--- config.mk ---
export PLATFORM = sky130hd
export DESIGN_NAME = spi_reg_slave
export DESIGN_NICKNAME = d
export VERILOG_FILES = /design/src/rtl/spi_reg_pkg.sv /design/src/rtl/spi_sync.sv /design/src/rtl/spi_reg_slave.sv
export SDC_FILE = /design/constraint.sdc
export NUM_CORES = 1
export LEC_CHECK = 0
export ABC_AREA = 1
export CAP_MARGIN = 20
export CORE_MARGIN = 1
export CORE_UTILIZATION = 58
export DETAILED_ROUTE_END_ITERATION = 7
export GPL_TIMING_DRIVEN = 1
export PLACE_DENSITY_LB_ADDON = 0.08
export SLEW_MARGIN = 30
export SYNTH_ARGS = -nofsm -noshare
export SYNTH_HDL_FRONTEND = slang
export SYNTH_SLANG_ARGS = --single-unit
--- constraint.sdc ---
create_clock -name clk -period 3.4 [get_ports clk]
set_input_delay 0.68 -clock clk [delete_from_list [all_inputs] [get_ports clk]]
set_output_delay 0.68 -clock clk [all_outputs]
set_load 0.02 [all_outputs]
--- src/rtl/spi_reg_pkg.sv ---
// Shared constants and types for the SPI register-write receiver.
package spi_reg_pkg;

    localparam int unsigned FRAME_W = 16;
    localparam int unsigned ADDR_W  = 7;
    localparam int unsigned DATA_W  = 8;

    localparam logic [4:0] CNT_FULL = 5'd16;
    localparam logic [4:0] CNT_SAT  = 5'd17;

    localparam int unsigned ADDR_EN_OUT_7_0  = 0;
    localparam int unsigned ADDR_EN_OUT_15_8 = 1;
    localparam int unsigned ADDR_EN_PWM_7_0  = 2;
    localparam int unsigned ADDR_EN_PWM_15_8 = 3;
    localparam int unsigned ADDR_PWM_DUTY    = 4;

    typedef enum logic [1:0] {
        ST_IDLE   = 2'd0,
        ST_SHIFT  = 2'd1,
        ST_COMMIT = 2'd2
    } spi_state_t;

endpackage

--- src/rtl/spi_sync.sv ---
// Multi-stage flip-flop synchroniser with a configurable reset value.
module spi_sync #(
    parameter int unsigned STAGES  = 2,
    parameter logic        RST_VAL = 1'b0
) (
    input  logic clk,
    input  logic rst_n,
    input  logic d,
    output logic q
);

    logic [STAGES-1:0] ff;

    always_ff @(posedge clk or negedge rst_n) begin
        if (!rst_n) begin
            ff <= {STAGES{RST_VAL}};
        end else begin
            ff <= {ff[STAGES-2:0], d};
        end
    end

    assign q = ff[STAGES-1];

endmodule

--- src/rtl/spi_reg_slave.sv ---
// SPI mode-0 register-write receiver driving the PWM control registers.
// Define SPI_REG_READBACK_EN to add the cipo readback path.
module spi_reg_slave
    import spi_reg_pkg::*;
#(
    parameter int unsigned NUM_REGS    = 5,
    parameter int unsigned SYNC_STAGES = 2
) (
    input  logic       clk,
    input  logic       rst_n,
    input  logic       ncs,
    input  logic       sclk,
    input  logic       copi,
`ifdef SPI_REG_READBACK_EN
    output logic       cipo,
`endif
    output logic [7:0] en_reg_out_7_0,
    output logic [7:0] en_reg_out_15_8,
    output logic [7:0] en_reg_pwm_7_0,
    output logic [7:0] en_reg_pwm_15_8,
    output logic [7:0] pwm_duty_cycle
);

    logic                   ncs_s, sclk_s, copi_s;
    logic                   ncs_d, sclk_d;
    logic                   ncs_rise, sclk_rise;
    logic [SYNC_STAGES-1:0] flush;
    logic                   armed;
    spi_state_t             state;
    logic [4:0]             bit_cnt;
    logic [FRAME_W-1:0]     shreg;
    logic [DATA_W-1:0]      regs [NUM_REGS];

    spi_sync #(.STAGES(SYNC_STAGES), .RST_VAL(1'b1)) u_sync_ncs (
        .clk(clk), .rst_n(rst_n), .d(ncs), .q(ncs_s)
    );
    spi_sync #(.STAGES(SYNC_STAGES), .RST_VAL(1'b0)) u_sync_sclk (
        .clk(clk), .rst_n(rst_n), .d(sclk), .q(sclk_s)
    );
    spi_sync #(.STAGES(SYNC_STAGES), .RST_VAL(1'b0)) u_sync_copi (
        .clk(clk), .rst_n(rst_n), .d(copi), .q(copi_s)
    );

    assign ncs_rise  = ncs_s & ~ncs_d;
    assign sclk_rise = sclk_s & ~sclk_d;

    // ncs_s shows its reset value until the synchroniser has flushed; a real
    // high must be seen before a frame may start, so a frame cut by reset is dropped.
    always_ff @(posedge clk or negedge rst_n) begin
        if (!rst_n) begin
            ncs_d   <= 1'b1;
            sclk_d  <= 1'b0;
            flush   <= '0;
            armed   <= 1'b0;
            state   <= ST_IDLE;
            bit_cnt <= '0;
            shreg   <= '0;
            for (int unsigned i = 0; i < NUM_REGS; i++) begin
                regs[i] <= '0;
            end
        end else begin
            ncs_d  <= ncs_s;
            sclk_d <= sclk_s;
            flush  <= {flush[SYNC_STAGES-2:0], 1'b1};
            case (state)
                ST_IDLE: begin
                    bit_cnt <= '0;
                    shreg   <= '0;
                    if (flush[SYNC_STAGES-1]) begin
                        if (ncs_s) begin
                            armed <= 1'b1;
                        end else if (armed) begin
                            state <= ST_SHIFT;
                        end
                    end
                end
                ST_SHIFT: begin
                    if (ncs_rise) begin
                        state <= ST_COMMIT;
                    end else if (sclk_rise) begin
                        shreg <= {shreg[FRAME_W-2:0], copi_s};
                        if (bit_cnt != CNT_SAT) begin
                            bit_cnt <= bit_cnt + 5'd1;
                        end
                    end
                end
                ST_COMMIT: begin
                    if (bit_cnt == CNT_FULL && shreg[FRAME_W-1]) begin
                        for (int unsigned i = 0; i < NUM_REGS; i++) begin
                            if (shreg[FRAME_W-2 -: ADDR_W] == ADDR_W'(i)) begin
                                regs[i] <= shreg[DATA_W-1:0];
                            end
                        end
                    end
                    bit_cnt <= '0;
                    shreg   <= '0;
                    state   <= ST_IDLE;
                end
                default: state <= ST_IDLE;
            endcase
        end
    end

    assign en_reg_out_7_0  = regs[ADDR_EN_OUT_7_0];
    assign en_reg_out_15_8 = regs[ADDR_EN_OUT_15_8];
    assign en_reg_pwm_7_0  = regs[ADDR_EN_PWM_7_0];
    assign en_reg_pwm_15_8 = regs[ADDR_EN_PWM_15_8];
    assign pwm_duty_cycle  = regs[ADDR_PWM_DUTY];

`ifdef SPI_REG_READBACK_EN
    logic              sclk_fall;
    logic              rd_active;
    logic [DATA_W-1:0] rd_val, rd_sh;

    assign sclk_fall = ~sclk_s & sclk_d;

    // After 8 bits shreg[7:0] holds R/W and the address.
    always_comb begin
        rd_val = '0;
        for (int unsigned i = 0; i < NUM_REGS; i++) begin
            if (shreg[ADDR_W-1:0] == ADDR_W'(i)) begin
                rd_val = regs[i];
            end
        end
    end

    always_ff @(posedge clk or negedge rst_n) begin
        if (!rst_n) begin
            cipo      <= 1'b0;
            rd_active <= 1'b0;
            rd_sh     <= '0;
        end else if (state != ST_SHIFT || ncs_s) begin
            cipo      <= 1'b0;
            rd_active <= 1'b0;
            rd_sh     <= '0;
        end else if (sclk_fall) begin
            if (bit_cnt == 5'd8 && !shreg[DATA_W-1]) begin
                cipo      <= rd_val[DATA_W-1];
                rd_sh     <= {rd_val[DATA_W-2:0], 1'b0};
                rd_active <= 1'b1;
            end else if (rd_active && bit_cnt < CNT_FULL) begin
                cipo  <= rd_sh[DATA_W-1];
                rd_sh <= {rd_sh[DATA_W-2:0], 1'b0};
            end else begin
                cipo      <= 1'b0;
                rd_active <= 1'b0;
            end
        end
    end
`endif

endmodule

-- Word level (Yosys, flattened, before mapping)
Cells that the tools add are included.
- register bits after elaboration: 74
- bits of input ports: 5
- output and inout port bits: 40
- word-level logic and storage cells: 61
- add/subtract/negate cells: 1
- eq/ne operators: 15
- multiplexer cells: 12
- bitwise logic cells: 4
- reductions and logical operators: 14
- operators by type and width (operator ; number):
    $mux W16 ; 2
    $pmux W16 S2 ; 1
    $reduce_and A3 Y1 ; 7
    $mux W5 ; 3
    $eq A7 B2 Y1 const B ; 2
    $ne A2 B2 Y1 const B ; 7
    $pmux W5 S2 ; 1
    $mux W2 ; 4
    $reduce_and A4 Y1 ; 2
    $eq A7 B1 Y1 const B ; 1
    $eq A7 B3 Y1 const B ; 1
    $logic_not A7 Y1 ; 1
    $add A5 B1 Y5 const B ; 1
    $eq A5 B5 Y1 const B ; 1
    $ne A5 B5 Y1 const B ; 1
    $pmux W2 S2 ; 1
    $and A1 B1 Y1 ; 2
    $eq A2 B1 Y1 const B ; 1
    $eq A2 B2 Y1 const B ; 1
    $logic_not A2 Y1 ; 1
    $not A1 Y1 ; 2
    $reduce_bool A2 Y1 ; 1
    $reduce_or A2 Y1 ; 1
    $logic_and A1 B1 Y1 ; 1

-- Longest topological paths before layout
Gate-level depths: netlist of run 1.
- depth after elaboration: 5
- mapped depth: 9
- gate-level depth less buffers: 9

-- By module
From an unflattened synthesis of run 1, not the netlist that was laid out.
- cell total of the unflattened synthesis: 339
- area, all modules: 3133.0 µm²
- modules (own cells, without submodules) (module ; instances ; cells an instance ; area each (µm²) ; sequential area each (µm²)):
    spi_reg_slave ; 1 ; 333 ; 2980.4 ; 1702.9
    spi_sync at u_sync_copi ... ; 2 ; 2 ; 50.0 ; 50.0
    spi_sync at u_sync_ncs ; 1 ; 2 ; 52.6 ; 52.6

-- Worst setup path before layout of run 1
No wires, ideal clock.
- path type: reg-to-reg
- start: reg bit_cnt[0]
- end: reg regs, in the netlist en_reg_out_15_8[0]
- setup time: 0.066 ns
- arrival time: 1.297 ns
- data required time: 3.334 ns
- path slack: 2.037 ns
- stages on the path, launching flop included: 8
- path buffers: 1
- cells stage by stage: dfrtp_1 inv_1 ha_1 nand2_4 nor2_8 buf_8 nand4_1 nand2_1
- longest elaborated chain between the ends: 3
- RTL lines (element ; RTL line ; source):
    start, declared ; spi_reg_slave.sv:30 ; logic [4:0] bit_cnt;
    start signal, assigned ; spi_reg_slave.sv:83 ; bit_cnt <= bit_cnt + 5'd1;
    $eq A5 B5 Y1 ; spi_reg_slave.sv:88 ; if (bit_cnt == CNT_FULL && shreg[FRAME_W-1]) begin
    $logic_and A1 B1 Y1 ; spi_reg_slave.sv:88 ;
    $reduce_and A3 Y1 (no line) ; - ;
    end signal, assigned by index ; spi_reg_slave.sv:91 ; regs[i] <= shreg[DATA_W-1:0];
    end, declared ; spi_reg_slave.sv:32 ; logic [DATA_W-1:0] regs [NUM_REGS];
No other way between the ends.
A chain may end at the register's enable or synchronous reset.

-- Worst setup path after layout of run 1
- start: reg state[0]
- end: reg bit_cnt[0]
- longest elaborated chain between the ends: 4
- elaborated cells between the ends (all ways): 10
- those cells by class: 5 x eq/ne; 1 x mux; 4 x reduce/logical
- RTL lines (element ; RTL line ; source):
    start, declared ; spi_reg_slave.sv:29 ; spi_state_t state;
    start signal, assigned ; spi_reg_slave.sv:55 ; state <= ST_IDLE;
    start signal, assigned ; spi_reg_slave.sv:73 ; state <= ST_SHIFT;
    start signal, assigned ; spi_reg_slave.sv:79 ; state <= ST_COMMIT;
    $eq A2 B2 Y1 or $logic_not A2 Y1 (tied branches) ; spi_reg_slave.sv:65 ; case (state)
    $reduce_or A2 Y1 (no line) ; - ;
    $reduce_bool A2 Y1 (no line) ; - ;
    $reduce_and A4 Y1 (no line) ; - ;
Several ways; a longest one is shown, not always the timed one.

==> results.cfg, run 1 <==
[clock_tree]
numCtsBuffers = 9
cts.clk_slew.worst_paths_ns = 0.08
numClockSinks = 74
cts_max_level = 3
clk_latency_ns = 0.34
root_buffer = clkbuf_8
ctsResizeCount = 0
ctsLongestPathBuffers = 2
post_cts_buffers = 0
holdBufCountCts = 0
tritoncts = done

[global_routing]
grt_pass1_wl_um = 11400
grt_pass1_vias = 2260
grt_usage = 0.251
gr-total-overflow = 0
antenna_found_initial = 0
grt_max_degree = 52

[routing]
dr.pass1.iters = 6
vias = 2519
wl_um = 6690
wl_per_cell_um = 14.5
drc_errors = 2
initialDrtViolationCount = 192
ant_nets = 0
vias_per_cell = 5.48

[power]
leakagePower_nw = 1.95
peakVddDrop_mv = 0.384
powerDensity_nw_per_um2 = 511

[layout]
antenna_cells = 0
fillCellCount = 373
drive_above_1_share = 0.106
area_delta_synth_final_pct = 23.5
final_common_cell = nand2_1
final_cell_mix = nand2_1 (116), dfrtp_1 (71), nand4_1 (44)
fin_nets = 391

[worst_setup_path]
critical_path.top_delay_family = flip-flops
r2r-end = bit_cnt[0]$_DFFE_PN0P_
critPathCaptureType = flop
ff2ff_path_depth = 6
cp.required_ns = 3.67
crit_chain = inv_1, nor2_1, nand3_1, nand2_1, nand2_1, nand2_1
cp.buffers_inverters = 1
critPathSlowestCell = dfrtp_1
arrival_ns = 2.36
cp-start-kind = flop
cp_common_cell = nand2_1
r2r_setup_slack_ns = 1.32
crit_path_max_incr_delay_ns = 0.87
r2r_start = state[0]$_DFFE_PN0P_
worst-setup-path-type = reg2reg
crit_fanout = 27

[synthesis]
synth_seq_cells = 74
synth.distinct_cells = 25
syn_area_um2 = 3280
syn_avg_cell_area_um2 = 9.71
ys_warn_count = 0
synthesis.nets = 346
ys_seq_area_frac = 0.565
synthesis.instances = 338

[timing]
tns_ns = 0
hold_viol = 0
max_freq_ghz = 0.481
worst_slack_ns = 1.32
max-slew-margin-rel = 0.460
skew_ns = 0.00746
worstMarginPinSlew_ns = 0.810
holdWs_ns = 0.340
fin_crit_sh = 0.612
finalSetupViolations = 0
finalCriticalPeriod_ns = 2.08
rsz0062_at_grt = no
drv_slew = 0

[floorplanning]
pin_count = 45
initial_core_util = 0.600
die_w_um = 77.2
die-area_um2 = 5970
core_area_um2 = 5470
num_rows = 27
fp.dieH_um = 77.2

[run]
max_cap_violations = 0

[placement]
gp_congestion = 0.786
hpwl_um = 4120
io_buffers = 44
dpl_worst_slack_ns = 1.26

[status]
status = complete, but fails checks
violations = design-rule violations

[worst_hold_path]
hold_path.class = in2async
[final cells by class]
type	count	area, um2	area share
multi-input combinational	233	1240	0.307
tap	72	90.1	0.0222
clock inverter	7	189	0.0466
clock buffer	9	124	0.0305
sequential	74	1860	0.458
inverter	17	63.8	0.0157
timing repair buffer	48	488	0.120
[worst max path at each step]
stage | slack, ns | end | depth (start not counted) | startpoint
2_1_floorplan | 2.04 | en_reg_out_15_8[0]$_DFFE_PN0P_ | 7 | bit_cnt[0]$_DFFE_PN0P_
3_3_place_gp | 1.35 | en_reg_pwm_7_0[0]$_DFFE_PN0P_ | 4 | state[0]$_DFFE_PN0P_
3_5_place_dp | 1.26 | en_reg_pwm_7_0[0]$_DFFE_PN0P_ | 4 | state[0]$_DFFE_PN0P_
4_1_cts | 1.21 | en_reg_out_15_8[1]$_DFFE_PN0P_ | 4 | state[0]$_DFFE_PN0P_
5_1_grt | 1.10 | bit_cnt[2]$_DFFE_PN0P_ | 6 | state[0]$_DFFE_PN0P_
6_report | 1.32 | bit_cnt[0]$_DFFE_PN0P_ | 6 | state[0]$_DFFE_PN0P_
[registers in the layout (all words and copies together), names as in the netlist]
name / flops
armed: 1
bit_cnt: 5
en_reg_out_15_8: 8
en_reg_out_7_0: 8
en_reg_pwm_15_8: 8
en_reg_pwm_7_0: 8
flush: 2
ncs_d: 1
pwm_duty_cycle: 8
sclk_d: 1
shreg: 16
state: 2
u_sync_copi.ff: 2
u_sync_ncs.ff: 2
u_sync_sclk.ff: 2
[stage by stage]
step	instances	instance area (um2)	total power [mW]	utilization
detailed placement	443	3710	1.04	0.679
finish	460	4060	2.07	0.741
CTS	459	4030	2.08	0.736
global placement	443	3710	1.04	0.678
global route	460	4060	2.15	0.741
floorplan	338	3280	1.01	-
[cells by family after synthesis]
| family | Yosys count | share of synthesized area |
|---|---|---|
| compound gates | 21 | 0.0343 |
| simple gates | 207 | 0.330 |
| fa+ha+maj | 3 | 0.0114 |
| flops | 74 | 0.565 |
| xor+xnor | 1 | 0.00267 |
| buf+inv | 31 | 0.0556 |
| other cells | 1 | 0.00114 |
[layer usage]
metal / share of wire / global-route usage
met1: 0.47 / 0.373
met5: 0 / 0
met2: 0.47 / 0.356
met3: 0.032 / 0.0417
met4: 0.026 / 0.125
[synthesized netlist by cell type]
library cell | count | area share
a41o_1 | 1 | 0.0030
nand3_1 | 21 | 0.032
dfrtp_1 | 71 | 0.54
nand2_1 | 116 | 0.13
nor2_8 | 2 | 0.012
nor2_4 | 6 | 0.021
buf_1 | 1 | 0.0011
clkbuf_1 | 2 | 0.0023
nor3_1 | 1 | 0.0015
nand2_4 | 1 | 0.0034
xnor2_1 | 1 | 0.0027
a21oi_1 | 2 | 0.0030
buf_6 | 2 | 0.0069
inv_1 | 15 | 0.017
o31ai_1 | 1 | 0.0023
inv_2 | 2 | 0.0023
ha_1 | 3 | 0.011
buf_8 | 4 | 0.018
conb_1 | 1 | 0.0011
nand4_1 | 44 | 0.084
o21ai_0 | 17 | 0.026
dfstp_2 | 3 | 0.024
buf_2 | 5 | 0.0076
nor2_1 | 10 | 0.011
nand3_4 | 6 | 0.032
[worst register-to-register path: stages, from the launching register on]
cell,delay [ns]
dfrtp_1,0.87
inv_1,0.33
nor2_1,0.25
nand3_1,0.21
nand2_1,0.22
nand2_1,0.07
nand2_1,0.07
[power breakdown]
group          total, mW  switching, mW  internal, mW  leakage [nW]
Sequential         0.929         0.0356         0.894          1.00
Combinational      0.106         0.0772        0.0284         0.796
Clock               1.04          0.328         0.711         0.154
Total               2.07          0.441          1.63          1.95
Note: power is estimated with default switching activity, not from simulation.
==> run 2: changes to the inputs <==
Settings changed: CORE_UTILIZATION 58 to 49.
Clock period 3.4 ns to 1.77 ns, I/O delays scaled along.
==> run 2 against run 1 <==
  * The flow still finishes with violations (design-rule violations)
  * Via count is 1.3% higher
  * Sequential power increased by 88%
  * Sequential share of layout area rose by 0.50 points
  * First-iteration DRC count fell by 14%
  * Clock power increased by 24%
  * Final cell count is 2.6% higher
  * Critical endpoint is now pwm_duty_cycle[7]
  * Largest cell class unchanged
==> results.cfg, run 2 (same netlist as run 1, synthesis figures left out) <==
[clock_tree]
ctsLongestPathBuffers = 2
clk_latency_ns = 0.34
root_buffer = clkbuf_8
post_cts_buffers = 0
cts.clk_slew.worst_paths_ns = 0.07
holdBufCountCts = 0
cts_max_level = 3
ctsResizeCount = 0
numClockSinks = 74
tritoncts = done
numCtsBuffers = 9

[worst_setup_path]
r2r_start = bit_cnt[0]$_DFFE_PN0P_
worst-setup-path-type = reg2out
r2r_setup_slack_ns = 0.19
crit_path_start = pwm_duty_cycle[7]$_DFFE_PN0P_
critPathSlowestCell = clkdlybuf4s50_1
crit_path_max_incr_delay_ns = 0.62
cp.buffers_inverters = 1
critical_path.top_delay_family = buffers and inverters
critPathCaptureType = primary output
r2r-end = en_reg_pwm_15_8[1]$_DFFE_PN0P_
crit_chain = clkdlybuf4s50_1
critPathCapture = pwm_duty_cycle[7]
ff2ff_path_depth = 8
crit_fanout = 2
arrival_ns = 1.32
cp.required_ns = 1.42
path_depth = 1
cp-start-kind = flop

[run]
max_cap_violations = 0

[layout]
area_delta_synth_final_pct = 22.2
fin_nets = 398
fillCellCount = 554
final_cell_count_no_fill = 472
multi_input_area_um2 = 1240
antenna_cells = 0
final_cell_mix = nand2_1 (116), dfrtp_1 (71), nand4_1 (44)
seq_area_um2 = 1860
top_register = shreg
final_common_cell = nand2_1
drive_above_1_share = 0.119
largest_register_ffs = 16

[timing]
tns_ns = 0
drv_slew = 0
finalCriticalPeriod_ns = 1.68
finalSetupViolations = 0
skew_ns = 0.00562
hold_viol = 0
max_freq_ghz = 0.596
rsz0062_at_grt = no
fin_crit_sh = 0.948

[floorplanning]
num_rows = 29
die-area_um2 = 7030
initial_core_util = 0.511
pin_count = 45
core_area_um2 = 6420
fp.dieH_um = 83.9
die_w_um = 83.9

[status]
violations = design-rule violations
status = complete, but fails checks

[global_routing]
grt_max_degree = 75
grt_pass1_wl_um = 11800
grt_pass1_vias = 2428
antenna_found_initial = 0
gr-total-overflow = 0
grt_usage = 0.215

[placement]
hpwl_um = 4650
io_buffers = 44
place_inst = 456
gp_congestion = 0.793

[worst_hold_path]
hold_path.class = in2async

[power]
powerDensity_nw_per_um2 = 826
leakagePower_nw = 1.94
peakVddDrop_mv = 0.844
total_power_mw = 3.31

[routing]
dr.pass1.iters = 8
wl_um = 6900
initialDrtViolationCount = 165
vias = 2553
wl_per_cell_um = 14.6
drc_errors = 14
ant_nets = 0
vias_per_cell = 5.41
run 2: worst min-delay path by stage:
stage | start | depth (start not counted) | to
6_report | rst_n | 2 | en_reg_pwm_7_0[6]$_DFFE_PN0P_
3_3_place_gp | u_sync_sclk.ff[0]$_DFF_PN0_ | 0 | u_sync_sclk.ff[1]$_DFF_PN0_
4_1_cts | rst_n | 2 | en_reg_pwm_7_0[4]$_DFFE_PN0P_
5_1_grt | rst_n | 2 | en_reg_pwm_7_0[6]$_DFFE_PN0P_
3_5_place_dp | u_sync_sclk.ff[0]$_DFF_PN0_ | 0 | u_sync_sclk.ff[1]$_DFF_PN0_
2_1_floorplan | rst_n | 0 | armed$_DFFE_PN0P_
run 2: per-layer routing:
| layer | share of wire | wire [um] | GRT usage |
|---|---|---|---|
| met1 | 0.48 | 3310 | 0.303 |
| met5 | 0 | 0 | 0 |
| met4 | 0.020 | 140 | 0.110 |
| met2 | 0.47 | 3220 | 0.318 |
| met3 | 0.033 | 230 | 0.0425 |
run 2: where the power goes:
part / total [mW] / switching (mW) / internal [mW]
clock network: 1.29 / 0.602 / 0.685
logic: 0.282 / 0.202 / 0.0803
registers: 1.75 / 0.0272 / 1.72
total: 3.31 / 0.831 / 2.48
run 2: per-stage QoR:
step	hold slack [ns]	area (um2)	worst slack, ns	util
detailed placement	0.340	3820	0.200	0.594
CTS	0.0462	4010	0.0775	0.625
floorplan	0.0584	3280	0.407	-
global route	0.0576	4010	0.0386	0.625
finish	0.0260	4010	0.0922	0.625
global placement	0.337	3820	0.248	0.594
run 2: layout make-up:
type / count / share of cell area
timing repair buffer: 55 / 0.138
multi-input combinational: 233 / 0.310
tap: 77 / 0.0240
inverter: 17 / 0.0159
clock buffer: 11 / 0.0352
clock inverter: 5 / 0.0134
sequential: 74 / 0.463
